==> config.mk <==
export PLATFORM = sky130hd
export DESIGN_NAME = picorv32_mem_arbiter
export DESIGN_NICKNAME = d
export VERILOG_FILES = /design/src/rtl/picorv32_arb_pkg.sv /design/src/rtl/picorv32_arb_rr2.sv /design/src/rtl/picorv32_mem_arbiter.sv
export SDC_FILE = /design/constraint.sdc
export NUM_CORES = 1
export LEC_CHECK = 0
export ABC_AREA = 1
export BUFFER_PORTS_ARGS = -buffer_cell sky130_fd_sc_hd__clkbuf_2
export CELL_PAD_IN_SITES_DETAIL_PLACEMENT = 2
export CELL_PAD_IN_SITES_GLOBAL_PLACEMENT = 2
export CORE_ASPECT_RATIO = 0.6
export CORE_MARGIN = 2
export CORE_UTILIZATION = 27
export CTS_CLUSTER_SIZE = 12
export DETAILED_ROUTE_END_ITERATION = 12
export PLACE_DENSITY = 0.86
export RECOVER_POWER = 100
export SLEW_MARGIN = 5
export SYNTH_ARGS = -nofsm -noshare
export SYNTH_HDL_FRONTEND = slang
export SYNTH_SLANG_ARGS = --single-unit
==> constraint.sdc <==
create_clock -name clk -period 6.1 [get_ports clk]
set_input_delay 0.305 -clock clk [delete_from_list [all_inputs] [get_ports clk]]
set_output_delay 0.305 -clock clk [all_outputs]
set_load 0.01 [all_outputs]
==> src/rtl/picorv32_arb_pkg.sv <==
// rtl/picorv32_arb_pkg.sv - shared state, owner and timer-width definitions for the memory arbiter
package picorv32_arb_pkg;

    typedef enum logic [1:0] {
        ST_IDLE  = 2'd0,
        ST_ISSUE = 2'd1,
        ST_ABORT = 2'd2
    } arb_state_t;

    localparam logic [1:0] OWN_NONE = 2'd0;
    localparam logic [1:0] OWN_R0   = 2'd1;
    localparam logic [1:0] OWN_R1   = 2'd2;

    // Width that can hold 0..timeout; never narrower than one bit.
    function automatic int TIMER_W(input int timeout);
        int w;
        w = $clog2(timeout + 1);
        return (w < 1) ? 1 : w;
    endfunction

endpackage

==> src/rtl/picorv32_arb_rr2.sv <==
// rtl/picorv32_arb_rr2.sv - two-way round-robin / fixed-priority pick
module picorv32_arb_rr2 #(
    parameter bit FIXED_PRIO = 1'b0
) (
    input  logic i_req0,
    input  logic i_req1,
    input  logic i_last_grant,
    output logic o_any,
    output logic o_win
);

    assign o_any = i_req0 | i_req1;

    // o_win: 0 selects requester 0, 1 selects requester 1.
    always_comb begin
        o_win = ~i_req0;
        if (!FIXED_PRIO && i_req0 && i_req1) begin
            o_win = ~i_last_grant;
        end
    end

endmodule

==> src/rtl/picorv32_mem_arbiter.sv <==
// rtl/picorv32_mem_arbiter.sv - shares one PicoRV32 native memory port between core and ISAX requesters
module picorv32_mem_arbiter
    import picorv32_arb_pkg::*;
#(
    parameter int          TIMEOUT    = 256,
    parameter logic [31:0] ERR_RDATA  = 32'hDEAD_BEEF,
    parameter int          FIXED_PRIO = 0
) (
    input  logic        clk,
    input  logic        resetn,
    input  logic        r0_valid,
    input  logic        r0_instr,
    input  logic [31:0] r0_addr,
    input  logic [31:0] r0_wdata,
    input  logic [3:0]  r0_wstrb,
    output logic        r0_ready,
    output logic [31:0] r0_rdata,
    input  logic        r1_valid,
    input  logic        r1_instr,
    input  logic [31:0] r1_addr,
    input  logic [31:0] r1_wdata,
    input  logic [3:0]  r1_wstrb,
    output logic        r1_ready,
    output logic [31:0] r1_rdata,
    output logic        mem_valid,
    output logic        mem_instr,
    output logic [31:0] mem_addr,
    output logic [31:0] mem_wdata,
    output logic [3:0]  mem_wstrb,
    input  logic        mem_ready,
    input  logic [31:0] mem_rdata,
    output logic [1:0]  owner,
    output logic        timeout_err
);

    localparam int            TW         = TIMER_W(TIMEOUT);
    localparam logic [TW-1:0] TIMER_LAST = TW'((TIMEOUT == 0) ? 0 : TIMEOUT - 1);

    arb_state_t    r_state;
    logic          r_last_grant;
    logic [TW-1:0] r_timer;
    logic          r_mem_valid;
    logic          r_mem_instr;
    logic [31:0]   r_mem_addr;
    logic [31:0]   r_mem_wdata;
    logic [3:0]    r_mem_wstrb;
    logic          r_r0_ready;
    logic [31:0]   r_r0_rdata;
    logic          r_r1_ready;
    logic [31:0]   r_r1_rdata;
    logic [1:0]    r_owner;
    logic          r_timeout_err;

    logic          w_any;
    logic          w_win;
    logic          w_resp_cycle;
    logic          w_expire;
    logic [31:0]   w_resp_data;

    picorv32_arb_rr2 #(
        .FIXED_PRIO (FIXED_PRIO != 0)
    ) u_pick (
        .i_req0       (r0_valid),
        .i_req1       (r1_valid),
        .i_last_grant (r_last_grant),
        .o_any        (w_any),
        .o_win        (w_win)
    );

    // The cycle carrying a ready pulse is not an arbitration cycle: the
    // requester still shows the valid of the request that just finished.
    assign w_resp_cycle = r_r0_ready | r_r1_ready;
    assign w_expire     = (TIMEOUT != 0) && (r_timer == TIMER_LAST);
    assign w_resp_data  = mem_ready ? mem_rdata : ERR_RDATA;

    always_ff @(posedge clk or negedge resetn) begin
        if (!resetn) begin
            r_state       <= ST_IDLE;
            r_last_grant  <= 1'b1;
            r_timer       <= '0;
            r_mem_valid   <= 1'b0;
            r_mem_instr   <= 1'b0;
            r_mem_addr    <= '0;
            r_mem_wdata   <= '0;
            r_mem_wstrb   <= '0;
            r_r0_ready    <= 1'b0;
            r_r0_rdata    <= '0;
            r_r1_ready    <= 1'b0;
            r_r1_rdata    <= '0;
            r_owner       <= OWN_NONE;
            r_timeout_err <= 1'b0;
        end else begin
            r_r0_ready    <= 1'b0;
            r_r1_ready    <= 1'b0;
            r_timeout_err <= 1'b0;
            case (r_state)
                ST_IDLE: begin
                    if (w_any && !w_resp_cycle) begin
                        r_mem_valid  <= 1'b1;
                        r_mem_instr  <= w_win ? r1_instr : r0_instr;
                        r_mem_addr   <= w_win ? r1_addr  : r0_addr;
                        r_mem_wdata  <= w_win ? r1_wdata : r0_wdata;
                        r_mem_wstrb  <= w_win ? r1_wstrb : r0_wstrb;
                        r_owner      <= w_win ? OWN_R1 : OWN_R0;
                        r_last_grant <= w_win;
                        r_timer      <= '0;
                        r_state      <= ST_ISSUE;
                    end
                end
                ST_ISSUE: begin
                    if (mem_ready || w_expire) begin
                        if (r_owner == OWN_R1) begin
                            r_r1_ready <= 1'b1;
                            r_r1_rdata <= w_resp_data;
                        end else begin
                            r_r0_ready <= 1'b1;
                            r_r0_rdata <= w_resp_data;
                        end
                        r_mem_valid   <= 1'b0;
                        r_owner       <= OWN_NONE;
                        r_timeout_err <= ~mem_ready;
                        r_state       <= mem_ready ? ST_IDLE : ST_ABORT;
                    end else if (r_timer != '1) begin
                        r_timer <= r_timer + TW'(1);
                    end
                end
                ST_ABORT: r_state <= ST_IDLE;
                default:  r_state <= ST_IDLE;
            endcase
        end
    end

    assign mem_valid   = r_mem_valid;
    assign mem_instr   = r_mem_instr;
    assign mem_addr    = r_mem_addr;
    assign mem_wdata   = r_mem_wdata;
    assign mem_wstrb   = r_mem_wstrb;
    assign r0_ready    = r_r0_ready;
    assign r0_rdata    = r_r0_rdata;
    assign r1_ready    = r_r1_ready;
    assign r1_rdata    = r_r1_rdata;
    assign owner       = r_owner;
    assign timeout_err = r_timeout_err;

endmodule

After elaboration in Yosys (flattened, before gate mapping)
Index checks and enable logic that the tools add are counted.
{"block": "word_totals", "regBits": 151, "in_bits": 175, "output_inout_bits": 139, "wordCells": 70}
{"block": "classes", "addsub": 1, "eq_ne": 8, "n_mux": 29, "bitwise_logic": 6, "n_reduce_logical": 12}
{"cell": "$mux W32", "n": 3}
{"cell": "$mux W9", "n": 3}
{"cell": "$pmux W9 S2", "n": 1}
{"cell": "$mux W1", "n": 12}
{"cell": "$mux W2", "n": 6}
{"cell": "$add A9 B1 Y9 const B", "n": 1}
{"cell": "$eq A9 B8 Y1 const B", "n": 1}
{"cell": "$ne A9 B9 Y1 const B", "n": 1}
{"cell": "$reduce_and A3 Y1", "n": 3}
{"cell": "$ne A2 B2 Y1 const B", "n": 4}
{"cell": "$pmux W2 S2", "n": 2}
{"cell": "$mux W4", "n": 1}
{"cell": "$not A1 Y1", "n": 4}
{"cell": "$reduce_and A2 Y1", "n": 2}
{"cell": "$reduce_and A4 Y1", "n": 1}
{"cell": "$eq A2 B1 Y1 const B", "n": 1}
{"cell": "$eq A2 B2 Y1 const B", "n": 1}
{"cell": "$logic_and A1 B1 Y1", "n": 2}
{"cell": "$logic_not A2 Y1", "n": 1}
{"cell": "$or A1 B1 Y1", "n": 2}
{"cell": "$pmux W1 S2", "n": 1}
{"cell": "$reduce_bool A2 Y1", "n": 1}
{"cell": "$logic_not A1 Y1", "n": 1}
{"cell": "$logic_or A1 B1 Y1", "n": 1}

Depth between registers and ports, before layout
{"block": "logic_depth", "depth_word": 5, "ltp_mapped": 14, "depth_no_buf": 13}

Modules after synthesis
Synthesis repeated with hierarchy kept, for this count alone.
{"block": "hier_totals", "hier_cells": 700, "hier_area_um2": 6751.5}
{"mod": "picorv32_mem_arbiter", "n_inst": 1, "cells_each": 696, "area_per_inst_um2": 6734.0, "seq_area_each_um2": 3779.9}
{"mod": "picorv32_arb_rr2", "n_inst": 1, "cells_each": 4, "area_per_inst_um2": 17.5, "seq_area_each_um2": 0.0}

Least setup slack after synthesis
Ideal clock, no wire load.
{"block": "synth_timing", "kind": "flip-flop to flip-flop", "start": "register r_timer[0]", "end": "register r_timer[0]", "setup_ns": 0.128, "t_arrival_ns": 1.797, "required_ns": 5.972, "slack_ns": 4.175, "path_stages_with_launch": 14, "path_buffers": 1, "synth_period_minus_slack_ns": 1.925, "cell_sequence": "dfrtp_1 > ha_1 > nand2_1 > inv_1 > nand2_1 > nor2_1 > ha_1 > nor2_4 > nor2_4 > nor2_1 > nand2_1 > buf_6 > nand2_1 > o21ai_0"}
{"block": "synth_between", "elab_chain_len": 4, "word_cells_on_any_way": 10, "cone_classes": "1 x add/sub; 4 x eq/ne; 3 x mux; 2 x reduce/logical"}
{"item": "from (decl)", "line_no": "picorv32_mem_arbiter.sv:41", "source": "logic [TW-1:0] r_timer;"}
{"item": "from (signal assigned)", "line_no": "picorv32_mem_arbiter.sv:124", "source": "r_timer <= r_timer + TW'(1);"}
{"item": "$add A9 B1 Y9 / $eq A9 B8 Y1 (equally long branches)", "line_no": "picorv32_mem_arbiter.sv:124, picorv32_mem_arbiter.sv:73"}
{"item": "$mux W9 / $logic_or A1 B1 Y1 (equally long branches)", "line_no": "picorv32_mem_arbiter.sv:123, picorv32_mem_arbiter.sv:111"}
{"item": "$mux W9 / $ne A2 B2 Y1 (equally long branches)"}
{"item": "$pmux W9 S2 / $reduce_and A4 Y1 (equally long branches)"}
Parallel ways exist; a longest one is shown, timed or not. The select of a mux whose other input is x is not followed.
A chain may end at the register's enable or synchronous reset.

Final worst setup path
{"block": "layout_timing", "start": "register r_r1_ready, in the netlist r1_ready", "end": "register r_owner[0], in the netlist owner[0]"}
{"block": "layout_between", "elab_chain_len": 5}
{"item": "from (decl)", "line_no": "picorv32_mem_arbiter.sv:49", "source": "logic r_r1_ready;"}
{"item": "from (signal assigned)", "line_no": "picorv32_mem_arbiter.sv:88", "source": "r_r1_ready <= 1'b0;"}
{"item": "from (signal assigned)", "line_no": "picorv32_mem_arbiter.sv:94", "source": "r_r1_ready <= 1'b0;"}
{"item": "from (signal assigned)", "line_no": "picorv32_mem_arbiter.sv:113", "source": "r_r1_ready <= 1'b1;"}
{"item": "$or A1 B1 Y1", "line_no": "picorv32_mem_arbiter.sv:72", "source": "assign w_resp_cycle = r_r0_ready | r_r1_ready;"}
{"item": "$logic_not A1 Y1", "line_no": "picorv32_mem_arbiter.sv:98", "source": "if (w_any && !w_resp_cycle) begin"}
{"item": "$logic_and A1 B1 Y1", "line_no": "picorv32_mem_arbiter.sv:98"}
{"item": "$ne A2 B2 Y1 (no source line)"}
{"item": "$reduce_and A3 Y1 (no source line)"}
{"item": "to (signal assigned)", "line_no": "picorv32_mem_arbiter.sv:104", "source": "r_owner <= w_win ? OWN_R1 : OWN_R0;"}
{"item": "to (decl)", "line_no": "picorv32_mem_arbiter.sv:51", "source": "logic [1:0] r_owner;"}
No other way between the ends.

==> metrics.md <==
| Metric | Value |
|---|---|
| Outcome | complete, but fails checks |
| Violated checks | hold timing, capacitance limit, slew limit |
| Port Buffers | 313 |
| CP required | 6.25 ns |
| Site Rows | 44 |
| Starting density of the core | 27.4% |
| DRC viols | 0 |
| Post-CTS Setup Bufs | 0 |
| Mapped Cells | 801 |
| Comb power frac | 38.0% |
| Period Utilization, post-route | 65.0% |
| Fmax achieved | 252 MHz |
| Syn_area_per_cell | 8.28 µm² |
| Synth area leader | dfrtp_1 |
| Die area | 0.0259 mm² |
| Post-detailed-route wirelength per cell | 18.2 µm |
| Drt pass-1 iters | 4 |
| Syn Nets | 979 |
| Yosys top cell area share | 56.6% |
| VDD IR max | 0.000155 V |
| Register bit total from synthesis | 151 |
| Worst Slack Setup Final | 2.13 ns |
| Core ar. | 0.0242 mm² |
| CP Launch Type | flip-flop |
| MaxCap Viol Count | 3 |
| Top-count cell post-synth | nand2_1 |
| Area grow syn2layout | 32.0% |
| Dpl cell area | 0.00838 mm² |
| Yosys warns | 0 |
| Pint | 0.00263 W |
| Total power | 0.00458 W |
| Critical path endpoint category | flip-flop |
| CTS sink cnt | 151 |
| Fin Hold WS | -0.0158 ns |
| CTS tree | built |
| Die H | 125 µm |
| Vias | 6627 |
| Share of cells above drive strength 1 | 19.1% |
| Vias in the first global route | 7392 |
| Dominant synthesized flop cell | dfrtp_1 |
| Top cells by area, synth | dfrtp_1 57%, nand2_1 17%, o21ai_0 6.4% |
| Slew headroom | -146% |
| TNS Setup | 0 ns |
| Post-Syn Area | 0.00663 mm² |
| Pre-CTS WS | 3.26 ns |
| Clk slew on worst S/H paths | 0.07 ns |
| Via density | 4.65 |
| Largest net degree at the start of global routing | 97 |
| GR Overflow Total | 0 |
| Minimum clock period | 3.97 ns |
| Ant diodes | 0 |
| I/O pins | 314 |
| Register area share after synthesis | 57.0% |
| Synth top cells by count | 294 x nand2_1, 150 x dfrtp_1, 85 x o21ai_0 |
| CP Class | reg -> reg |
| Filler instances | 2898 |
| Ys async rst share | 100% |
| Pwr dens | 523 mW/mm² |
| Crit path arrival time | 4.12 ns |
| Fin nets | 1269 |
| CTS buffer count | 17 |
| Final wirelength | 26000 µm |
| Layout Skew | 0.0100 ns |
| Synth unique cells | 24 |
| Max Root-Sink Buffers | 2 |
| Initial DRC count | 307 |
| RSZ-0062 raised after global routing | false |
| Switching power | 0.00195 W |
| CP max FO | 74 |
| Post-route cell area | 0.00876 mm² |
| GPL Wtd Cong | 0.757 |
| Gr usage total | 20.7% |
| Final setup vio count | 0 |
| Final ANT Viol Nets | 0 |
| Clock Latency Late Sink | 0.43 ns |
| Hpwl dp | 18400 µm |
| Seq pwr share | 38.6% |
| Slew Limit Fails | 204 |
| Hold bufs inserted after CTS | 0 |
| Worst min path class | in -> async |
| Post-synth EDFFs | 0 |
| H-Tree Depth | 4 |
| Clock share of power | 23.3% |
| Initial antenna violation count | 2 |
| CTS-repair resized insts | 0 |
| DIE WIDTH | 206 µm |
| Worst-Margin Slew | 3.68 ns |
| Final hold violations | 31 |
| CTS Root Cell | clkbuf_16 |
| First-pass GRT wire length | 41200 µm |
| Sw frac | 42.6% |
| LEAKAGE | 4.40 nW |
flip-flops by register name (all words and copies together) (netlist names):
signal / cells
r0_ready: 1
mem_addr: 32
r1_rdata: 32
r_last_grant: 1
r_timer: 9
mem_valid: 1
mem_wdata: 32
r1_ready: 1
timeout_err: 1
owner: 2
r_state: 2
mem_wstrb: 4
r0_rdata: 32
mem_instr: 1
final cells by class:
class	instances	area, µm²	area share [%]
sequential	151	3780	43.2
timing repair buffer	317	1420	16.2
clock inverter	13	149	1.70
multi-input combinational	563	2420	27.6
tap	322	403	4.60
clock buffer	19	433	4.94
inverter	41	154	1.76
power groups by stage:
stage / registers, W / logic, W / clock network [W]
2_1_floorplan: 0.00194 / 0.000850 / 0
3_3_place_gp: 0.00176 / 0.00183 / 0
3_5_place_dp: 0.00178 / 0.00192 / 0
4_1_cts: 0.00178 / 0.00194 / 0.00111
5_1_grt: 0.00183 / 0.00199 / 0.00114
6_report: 0.00177 / 0.00174 / 0.00107
per-layer routing:
layer	up-vias	wire length (µm)	GRT usage (%)
li1	3105	-	-
met1	3309	11500	26.2
met2	185	12200	34.0
met3	28	1830	6.47
met4	0	448	5.71
met5	-	0	0
per-stage QoR:
step / util (%) / std cells
detailed placement: 34.7 / 1394
global placement: 34.7 / 1394
finish: 36.2 / 1426
global route: 36.2 / 1426
CTS: 37.1 / 1426
floorplan: - / 801
worst max-delay path, cell delays in order (launching register included):
cell      delay, ns
dfrtp_1        0.37
nor2_1         0.05
o21ai_0        0.12
nor2_1         0.10
clkinv_1       0.07
clkbuf_1       2.58
o21ai_0        0.39
cells in the final DEF (no fill, tap or decap), types with 3 or more instances in the layout:
cell type	synthesis	layout
dfrtp_1	150	150
o21ai_0	85	165
nand3_1	9	9
clkbuf_16	0	17
inv_1	36	39
clkbuf_1	15	144
nor2_1	80	82
clkinv_2	0	3
clkinv_4	0	4
nand2_1	294	294
ha_1	3	3
clkbuf_2	1	173
worst paths after layout:
kind                                    from  depth (start not counted)             to  slack (ns)
worst max-delay path                r1_ready                          6       owner[0]        2.13
worst min-delay path                  resetn                          1  mem_wdata[15]       -0.02
worst max register to register      r1_ready                          6       owner[0]        2.13
worst min register to register  r1_rdata[25]                          2   r1_rdata[25]        0.48
max in group asynchronous             resetn                          2      mem_instr        2.61
min in group clk                 r0_addr[30]                          3   mem_addr[30]        0.15
kinds of logic after synthesis:
logic type | synth area share (%)
AND/OR/NAND/NOR | 23.2
AO/OA/AOI/OAI | 13.0
flip-flops | 57.0
buffers and inverters | 6.26
adder cells (fa/ha/maj) | 0.566
No activity file was read; power rests on OpenSTA's default activity.
